$ cat config.mk
export PLATFORM = sky130hd
export DESIGN_NAME = pc_sequencer
export DESIGN_NICKNAME = d
export VERILOG_FILES = /design/src/rtl/pc_sequencer.sv
export SDC_FILE = /design/constraint.sdc
export NUM_CORES = 1
export LEC_CHECK = 0
export BUFFER_PORTS_ARGS = -buffer_cell sky130_fd_sc_hd__buf_2
export CAP_MARGIN = 40
export CORE_ASPECT_RATIO = 1.2
export CORE_UTILIZATION = 55
export DETAILED_ROUTE_END_ITERATION = 16
export HOLD_SLACK_MARGIN = 0.02
export PLACE_DENSITY = 0.86
export SLEW_MARGIN = 20
export SYNTH_ARGS = -nofsm -noshare
export SYNTH_HDL_FRONTEND = slang
export SYNTH_SLANG_ARGS = --single-unit
$ cat constraint.sdc
create_clock -name Clk -period 4.44 [get_ports Clk]
set_input_delay 0.444 -clock Clk [delete_from_list [all_inputs] [get_ports Clk]]
set_output_delay 0.444 -clock Clk [all_outputs]
set_load 0.02 [all_outputs]
$ cat src/rtl/pc_sequencer.sv
// pc_sequencer: registered program counter with stall, prioritised redirects,
// a one-entry pending-redirect buffer held across stalls, and a boot cycle.
// Optional macro PC_ALIGN_CHECK_EN replaces misaligned Jump/Branch targets by
// EXC_VEC and pulses Misalign for one cycle when that substitution is committed.
module pc_sequencer #(
    parameter int                ADDR_W    = 32,
    parameter logic [ADDR_W-1:0] RESET_VEC = ADDR_W'(32'h0000_3000),
    parameter logic [ADDR_W-1:0] EXC_VEC   = ADDR_W'(32'h0000_4180),
    parameter int                STEP      = 4
) (
    input  logic              Clk,
    input  logic              Rst,
    input  logic              Stall,
    input  logic              Exc,
    input  logic              Jump,
    input  logic [ADDR_W-1:0] JumpPC,
    input  logic              Branch,
    input  logic [ADDR_W-1:0] BranchPC,
    output logic [ADDR_W-1:0] PCNow,
    output logic [ADDR_W-1:0] PCPlus,
    output logic              Fetch_Valid,
    output logic              Redirect_Pending,
    output logic              Misalign
);
    localparam logic [ADDR_W-1:0] STEP_V = ADDR_W'(STEP);

    typedef enum logic [1:0] {BOOT, RUN, HOLD} state_t;

    state_t            state_q, state_d;
    logic [ADDR_W-1:0] pc_q, pc_d, pend_q, pend_d, pc_plus, tgt;
    logic              mis_q, mis_d, req, bad;

    // State register: PC, pending buffer, FSM state and misalign pulse
    always_ff @(posedge Clk) begin
        if (Rst) begin
            state_q <= BOOT;
            pc_q    <= RESET_VEC;
            pend_q  <= '0;
            mis_q   <= 1'b0;
        end else begin
            state_q <= state_d;
            pc_q    <= pc_d;
            pend_q  <= pend_d;
            mis_q   <= mis_d;
        end
    end

    // Redirect target selection: Exc > Jump > Branch > sequential
    always_comb begin
        pc_plus = pc_q + STEP_V;
        req     = Exc | Jump | Branch;
`ifdef PC_ALIGN_CHECK_EN
        bad     = !Exc && (Jump ? |JumpPC[1:0] : (Branch && |BranchPC[1:0]));
`else
        bad     = 1'b0;
`endif
        tgt     = (Exc || bad) ? EXC_VEC : Jump ? JumpPC : Branch ? BranchPC : pc_plus;
    end

    // Next state: advance, capture a redirect during a stall, or release it
    always_comb begin
        state_d = state_q;
        pc_d    = pc_q;
        pend_d  = pend_q;
        mis_d   = 1'b0;
        case (state_q)
            BOOT: state_d = RUN;
            RUN: begin
                mis_d = bad;
                if (!Stall) begin
                    pc_d = tgt;
                end else if (req) begin
                    pend_d  = tgt;
                    state_d = HOLD;
                end
            end
            HOLD: begin
                if (Stall) begin
                    pend_d = Exc ? EXC_VEC : pend_q;
                end else begin
                    pc_d    = Exc ? EXC_VEC : pend_q;
                    pend_d  = '0;
                    state_d = RUN;
                end
            end
            default: state_d = BOOT;
        endcase
    end

    // Outputs: fetch address, increment, and status flags
    always_comb begin
        PCNow            = pc_q;
        PCPlus           = pc_plus;
        Fetch_Valid      = (state_q != BOOT) && !Stall;
        Redirect_Pending = (state_q == HOLD);
        Misalign         = mis_q;
    end
endmodule

==> impl_results.md, run 1 <==
* Placed inst area at 4860 sq um
* Vias in the first global route at 4799
* GRT Resource Usage Total at 0.368
* Worst path slowest cell: nor4_2
* Final setup TNS at 0 ns
* # rows at 34
* Grt total ovfl at 0
* Required time worst endpoint at 4.00 ns
* Port Buf Inserts at 135
* EDFF count, synth at 0
* Status: complete, no violations
* Die W at around 82 microns
* Clk buf depth at 2
* Core box area at 7320 sq um
* Clk Latency, worst-skew pair at 0.35 ns
* Antenna violations before repair at 0
* Yosys cell types at 71
* R2r startpoint: state_q[0]$_SDFFE_PP0P_
* Slack of the critical path at 1.36 ns
* Initial Util at 0.575
* Slowest stage delay, CP at around 0.57 ns
* Post-route cell area at around 5000 sq um
* Hold_buf cts at 0
* Post_cts resized at 0
* Post-synth ARST share at 0
* Post-synthesis sequential area ratio at 0.314
* GRT met3 Usage at 0.102
* Final period util at 0.694
* Crit-path max FO at 8
* R2R Setup Slk at roughly 1.6 ns
* Clk pin slew, worst setup/hold paths at 0.07 ns
* Critical path capture point type: output port
* Antenna Cells at 0
* Cts bufs inserted at 9
* Chip height at between 90 and 100 microns
* Synthesis Warnings at 0
* Worst EP arrival at 2.64 ns
* Fin. max-slew vios at 0
* First drt pass iteration count at 5
* #FFs+latches synth at 66
* CTS tree: built
* RSZ-0062 raised after global routing: false
* Crit start category: register
* Syn_area_per_cell at 7.59 sq um
* Hold WC Path Type: primary input to register
* Vias at 4918
* DRC violation count after routing at 0
* Fill cells at 631
* Detail Route Antenna Nets at 0
* Vias/cell at around 6.5
* Max Clk Rate at about 320 MHz
* Mapped cell area at 4210 sq um
* Leakage at about 2.2 nW
* Setup violators final at 0
* Nets at 736
* Max-Cap Viols at 0
* Period minus WS final at 3.08 ns
* GRT busiest layer: met2
* Global-route wire length before repair at 22.8 mm
* Worst setup path start: PCNow[4]$_SDFFE_PP0P_
* Layout cell share with drive strength beyond 1 at 0.274
* Tightest Pin Transition at 0.861 ns
* CTS HTree Levels at 3
* Max VDD drop at 0.197 mV
* Detailed Route Iter0 Violations at between 400 and 500
* Synthesized Nets at about 630
* CP delay by family, top: simple AND/OR/NAND/NOR gates
* Root Buffer: clkbuf_8
* PD cells at 309 nW/um^2
* Largest net degree at the start of global routing at 43
* Dpl ws at 1.42 ns
* GR Util met1 at 0.443
* Final hold vios at 0
* Layout overhead on the synthesized area at 20.2%
* Ys flop type: dfxtp_1
* Wire per inst at 19.2 microns
* Slew Limit Headroom at 0.426
* Io pins at 137
* Gp weighted congestion at approximately 0.9
* Global Route met2 Usage at 0.581
* Setup Crit Path Kind: register to output port
* Post-Syn Instances at 555
* Worst hold slack at 0.379 ns
* CTS Sinks at 66
* Final std cells w/o fill at 759
* Crit-path cells: and4_1 -> nand4_1 -> nor4_2 -> nand2_1 -> xnor2_1 -> buf_2
* CP Buf/Inv Count at 1
* Setup bufs post-CTS at 0
* Min-delay src: Stall
* Placed cell count at around 740
* WL final at 14.6 mm
* DP Wirelength at 10.2 mm
* DIE AREA at 8010 sq um
* Clock Skew at between 0.01 and 0.015 ns
-- cell type report --
type	count	area (sq um)	share of cell area
well taps	90	113	0.0222
multi-input cells	433	2660	0.525
flip-flops and latches	66	1320	0.261
clock inverters	4	51.3	0.0101
repair buffers	142	728	0.144
inverters	12	45.0	0.00890
clock buffers	12	145	0.0287
-- Yosys cell counts (10+ instances only) --
cell type  instances  share of area
a211oi_1          16          0.029
a21oi_1           43          0.051
a22oi_1           11          0.020
and3_1            12          0.018
clkbuf_1          32          0.029
dfxtp_1           66           0.31
inv_1             10         0.0089
nand2_1           66          0.059
nand2b_1          10          0.015
nand3_1           13          0.015
nor2_1            50          0.045
nor3_1            28          0.033
o21ai_0           31          0.037
o22ai_1           12          0.018
xnor2_1           16          0.033
-- worst paths after layout --
path                             end  cells past startpoint
max reg2reg   PCNow[20]$_SDFFE_PP0P_                      8
min reg2reg  pend_q[25]$_SDFFE_PP0P_                      2
max                       PCPlus[26]                      6
min          state_q[0]$_SDFFE_PP0P_                      2
-- report_power, final --
part           internal [mW]  switching (mW)  total (mW)
registers              0.627          0.0494       0.676
clock network          0.275           0.241       0.516
logic                  0.134           0.236       0.371
-- worst register-to-register path, cell delays in order, from the launching register on --
cell      delay (ns)
dfxtp_1         0.40
nand2b_1        0.52
inv_2           0.36
o21ai_2         0.68
buf_4           0.38
a211oi_1        0.07
a21oi_1         0.13
o22ai_1         0.09
a21o_1          0.17
-- layer usage --
| layer | up-vias | share of wire | routed length (microns) |
|---|---|---|---|
| met5 | - | 0 | 0 |
| met3 | 53 | 0.11 | 1660 |
| li1 | 2259 | - | - |
| met1 | 2255 | 0.38 | 5570 |
| met2 | 351 | 0.46 | 6770 |
| met4 | 0 | 0.039 | 566 |
-- through the flow --
stage / total power, mW / utilization
2_1_floorplan: 0.916 / -
3_3_place_gp: 1.04 / 0.664
3_5_place_dp: 1.05 / 0.664
4_1_cts: 1.55 / 0.691
5_1_grt: 1.62 / 0.692
6_report: 1.56 / 0.692
-- cells by family (layout without fill, tap and decap cells) --
kind of cell	after synthesis	after routing	share of synthesized area
AND/OR/NAND/NOR	218	218	0.265
AO/OA/AOI/OAI	179	179	0.284
flip-flops	66	66	0.314
buffers and inverters	56	170	0.0556
XOR/XNOR	24	24	0.0517
multiplexers	9	9	0.0229
adder cells (fa/ha/maj)	2	2	0.00594
other	1	1	0.000891
-- cell usage in the layout, fill, tap and decap left out, drive strengths merged, types with 12 or more instances in the layout --
master	netlist	layout
buf	12	142
dfxtp	66	66
nand2	66	66
nor2	50	50
a21oi	43	43
o21ai	38	38
nor3	29	29
xnor2	17	17
a211oi	16	16
nand3	15	15
and3	12	12
o22ai	12	12
clkbuf	32	12
-- flip-flops by register name, summed over array words and instances (netlist names) --
name,flops
state_q,2
PCNow,32
pend_q,32
Note: power is estimated with default switching activity, not from simulation.
==> run 2: changes to the inputs <==
--- a/config.mk
+++ b/config.mk
@@ -5,13 +5,14 @@
 export SDC_FILE = /design/constraint.sdc
 export NUM_CORES = 1
 export LEC_CHECK = 0
+export ABC_AREA = 1
 export BUFFER_PORTS_ARGS = -buffer_cell sky130_fd_sc_hd__buf_2
 export CAP_MARGIN = 40
 export CORE_ASPECT_RATIO = 1.2
-export CORE_UTILIZATION = 55
+export CORE_UTILIZATION = 47
 export DETAILED_ROUTE_END_ITERATION = 16
 export HOLD_SLACK_MARGIN = 0.02
-export PLACE_DENSITY = 0.86
+export PLACE_DENSITY = 0.77
 export SLEW_MARGIN = 20
 export SYNTH_ARGS = -nofsm -noshare
 export SYNTH_HDL_FRONTEND = slang
==> constraint.sdc (replaced) <==
create_clock -name Clk -period 2.5 [get_ports Clk]
set_input_delay 0.25 -clock Clk [delete_from_list [all_inputs] [get_ports Clk]]
set_output_delay 0.25 -clock Clk [all_outputs]
set_load 0.02 [all_outputs]
==> impl_results.md, run 2 <==
* Yosys cell types at 35 (-51%)
* Worst r2r dst: PCNow[12]$_SDFFE_PP1P_
* Commonest non-fill, non-tap cell in the layout: nand2_1
* Setup Crit Path Kind: register to output port
* R2R depth at 10 (+2)
* Vias at 5640 (+15%)
* Post-route cell area at 5400 sq um (+6.6%)
* Area leader, netlist: dfxtp_1
* CP delay by family, top: simple AND/OR/NAND/NOR gates
* Port Buf Inserts at 135 (unchanged)
* Ys flop type: dfxtp_1
* Core box area at 9130 sq um (+25%)
* Switching portion of total power at 0.380 (+0.0433)
* Layout overhead on the synthesized area at 20.6%
* Post_cts resized at 0 (unchanged)
* Crit-path max FO at 5 (-3)
* #FFs+latches synth at 66 (unchanged)
* Syn_area_per_cell at 6.07 sq um (-20%)
* Fill cells at 946 (+50%)
* Worst setup path start: PCNow[3]$_SDFFE_PP0P_
* R2r startpoint: PCNow[3]$_SDFFE_PP0P_
* Psw at 1.24 mW (+140%)
* Clk buf depth at 2 (unchanged)
* Commonest cells in the netlist: nand2_1, nor2_1, a21oi_1, o21ai_0, dfxtp_1
* Max Clk Rate at 432 MHz
* Final period util at 0.926
* Slowest stage delay, CP at 0.45 ns (-0.12 ns)
* Cts bufs inserted at 9 (unchanged)
* Fin. max-slew vios at 0 (unchanged)
* Vias in the first global route at 5447 (+14%)
* CP Buf/Inv Count at 2 (+1)
* Required time worst endpoint at 2.25 ns (-1.75 ns)
* Placed inst area at 5190 sq um (+6.9%)
* Multi-input gate area at 2760 sq um (+3.8%)
* Hold Path Cell Cnt at 2 (unchanged)
* Most common cell in the netlist: nand2_1
* Combinational share of power at 0.298 (+0.061)
* Clk pin slew, worst setup/hold paths at 0.07 ns (about the same)
* Final hold vios at 0 (unchanged)
* Hold endpoint: state_q[1]$_SDFFE_PP0P_
* Max-Cap Viols at 0 (unchanged)
* Chip height at 109 microns (+11%)
* Sequential power share at 0.408 (-0.025)
* Antenna violations before repair at 0 (unchanged)
* Wire per inst at 16.6 microns (-13%)
* Crit-path cells: ha_1 -> nand3_1 -> nor2_1 -> nand2_1 -> inv_1 -> nand3_1 -> nand2_1 -> buf_2
* CTS tree: built
* Gp weighted congestion at 0.951 (+3.3%)
* DP Wirelength at 11.4 mm (+12%)
* Grt total ovfl at 0 (unchanged)
* Synthesized Nets at 809 (+29%)
* DRC violation count after routing at 0 (unchanged)
* Min-delay src: Rst
* Clk Latency, worst-skew pair at 0.36 ns (about the same)
* WL final at 16.2 mm (+11%)
* Detail Route Antenna Nets at 0 (unchanged)
* Root Buffer: clkbuf_8
* Clock power share at 0.294 (-0.036)
* Synthesis Warnings at 0 (unchanged)
* Period minus WS final at 2.32 ns
* CTS Sinks at 66 (unchanged)
* Worst path slowest cell: dfxtp_1
* Leakage at 2.60 nW (+17%)
* Largest net degree at the start of global routing at 59 (+37%)
* Io pins at 137 (unchanged)
* Yosys top cell area share at 0.295 (-0.0186)
* Vias/cell at 5.80 (-11%)
* Flip-flop and latch area at 1320 sq um (unchanged)
* DIE AREA at 9920 sq um (+24%)
* Worst hold slack at 0.101 ns (-0.279 ns)
* Post-synthesis sequential area ratio at 0.295 (-0.0186)
* Mapped cell area at 4480 sq um (+6.3%)
* Global-route wire length before repair at 25.7 mm (+13%)
* Top cells by area, synth: dfxtp_1, nand2_1, a21oi_1
* Detailed Route Iter0 Violations at 432 (-4.0%)
* Max VDD drop at 0.317 mV (+61%)
* Worst EP arrival at 2.07 ns (-0.57 ns)
* EDFF count, synth at 0 (unchanged)
* Status: complete, no violations
* Critical path capture point type: output port
* PD cells at 604 nW/um^2 (+96%)
* Nets at 920 (+25%)
* GRT Resource Usage Total at 0.328 (-0.0402)
* Hold WC Path Type: primary input to register
* Slew Limit Headroom at 0.575 (+0.149)
* Final setup TNS at 0 ns (unchanged)
* Layout cell share with drive strength beyond 1 at 0.220 (-0.0531)
* Post-synth ARST share at 0 (unchanged)
* Initial Util at 0.490 (-0.0851)
* Crit start category: register
* Hold_buf cts at 0 (unchanged)
* First drt pass iteration count at 6 (+1)
* Setup bufs post-CTS at 0 (unchanged)
* R2R Setup Slk at 0.42 ns (-1.13 ns)
* Antenna Cells at 0 (unchanged)
* RSZ-0062 raised after global routing: false
* CTS HTree Levels at 3 (unchanged)
* Post-Syn Instances at 737 (+33%)
* Setup violators final at 0 (unchanged)
* Most frequent cells in the layout: nand2_1, buf_2, nor2_1, o21ai_0, a21oi_1
* Clock Skew at 0.00812 ns (-0.00543 ns)
* Internal at 2.02 mW (+95%)
* Tightest Pin Transition at 0.636 ns (-0.224 ns)
* Die W at 91.1 microns (+11%)
* # rows at 38 (+12%)
run 2: worst max-delay path by stage:
stage / to / slack [ns] / cells after the start
after floorplan: PCNow[12]$_SDFFE_PP1P_ / 0.57 / 10
after global placement: PCNow[12]$_SDFFE_PP1P_ / 0.56 / 10
after detailed placement: PCNow[12]$_SDFFE_PP1P_ / 0.53 / 10
after CTS: PCPlus[28] / 0.21 / 8
after global routing: PCPlus[28] / 0.05 / 8
final: PCPlus[28] / 0.18 / 8
run 2: per-layer routing:
metal,vias up,global-route usage,wire length (microns)
li1,2681,-,-
met1,2608,0.388,6250
met2,294,0.578,7940
met3,57,0.0391,1360
met4,0,0.186,648
met5,-,0,0
run 2: cell type report:
cell class | count | share of cell area
Sequential cell | 66 | 0.245
Clock buffer | 12 | 0.0287
Tap cell | 120 | 0.0278
Timing Repair Buffer | 147 | 0.146
Clock inverter | 4 | 0.00927
Inverter | 47 | 0.0327
Multi-Input combinational cell | 577 | 0.511
run 2: worst register-to-register path: cells and delay by family (launching register included):
kind / cells / cell delay, ns
and+or+nand+nor: 7 / 0.85
AOI/OAI and AO/OA: 1 / 0.19
xor gates and xnor gates: 1 / 0.23
adders and majority gates: 1 / 0.31
DFF: 1 / 0.45
run 2: kinds of logic (layout without fill, tap and decap cells):
| family | after synthesis | count (layout) | share of synthesized area |
|---|---|---|---|
| compound gates | 219 | 219 | 0.267 |
| flops | 66 | 66 | 0.295 |
| buf+inv | 94 | 210 | 0.0886 |
| other cells | 1 | 1 | 0.000838 |
| simple gates | 345 | 345 | 0.320 |
| fa+ha+maj | 2 | 2 | 0.00559 |
| xor+xnor | 10 | 10 | 0.0229 |
run 2: power groups by stage:
stage                     logic (mW)  registers [mW]  clock network, mW
after floorplan                0.594            1.37                  0
after global placement         0.928            1.33                  0
after detailed placement       0.960            1.34                  0
after CTS                      0.963            1.32              0.961
after global routing            1.06            1.34               1.02
final                          0.973            1.33              0.959
run 2: per-stage QoR:
step                      total power, mW  cells  utilization  worst slack (ns)
final                                3.26    973        0.591             0.184
after global routing                 3.42    973        0.591            0.0475
after CTS                            3.24    973        0.591             0.207
after detailed placement             2.30    957        0.569             0.531
after global placement               2.26    956        0.567             0.565
after floorplan                      1.96    737            -             0.574
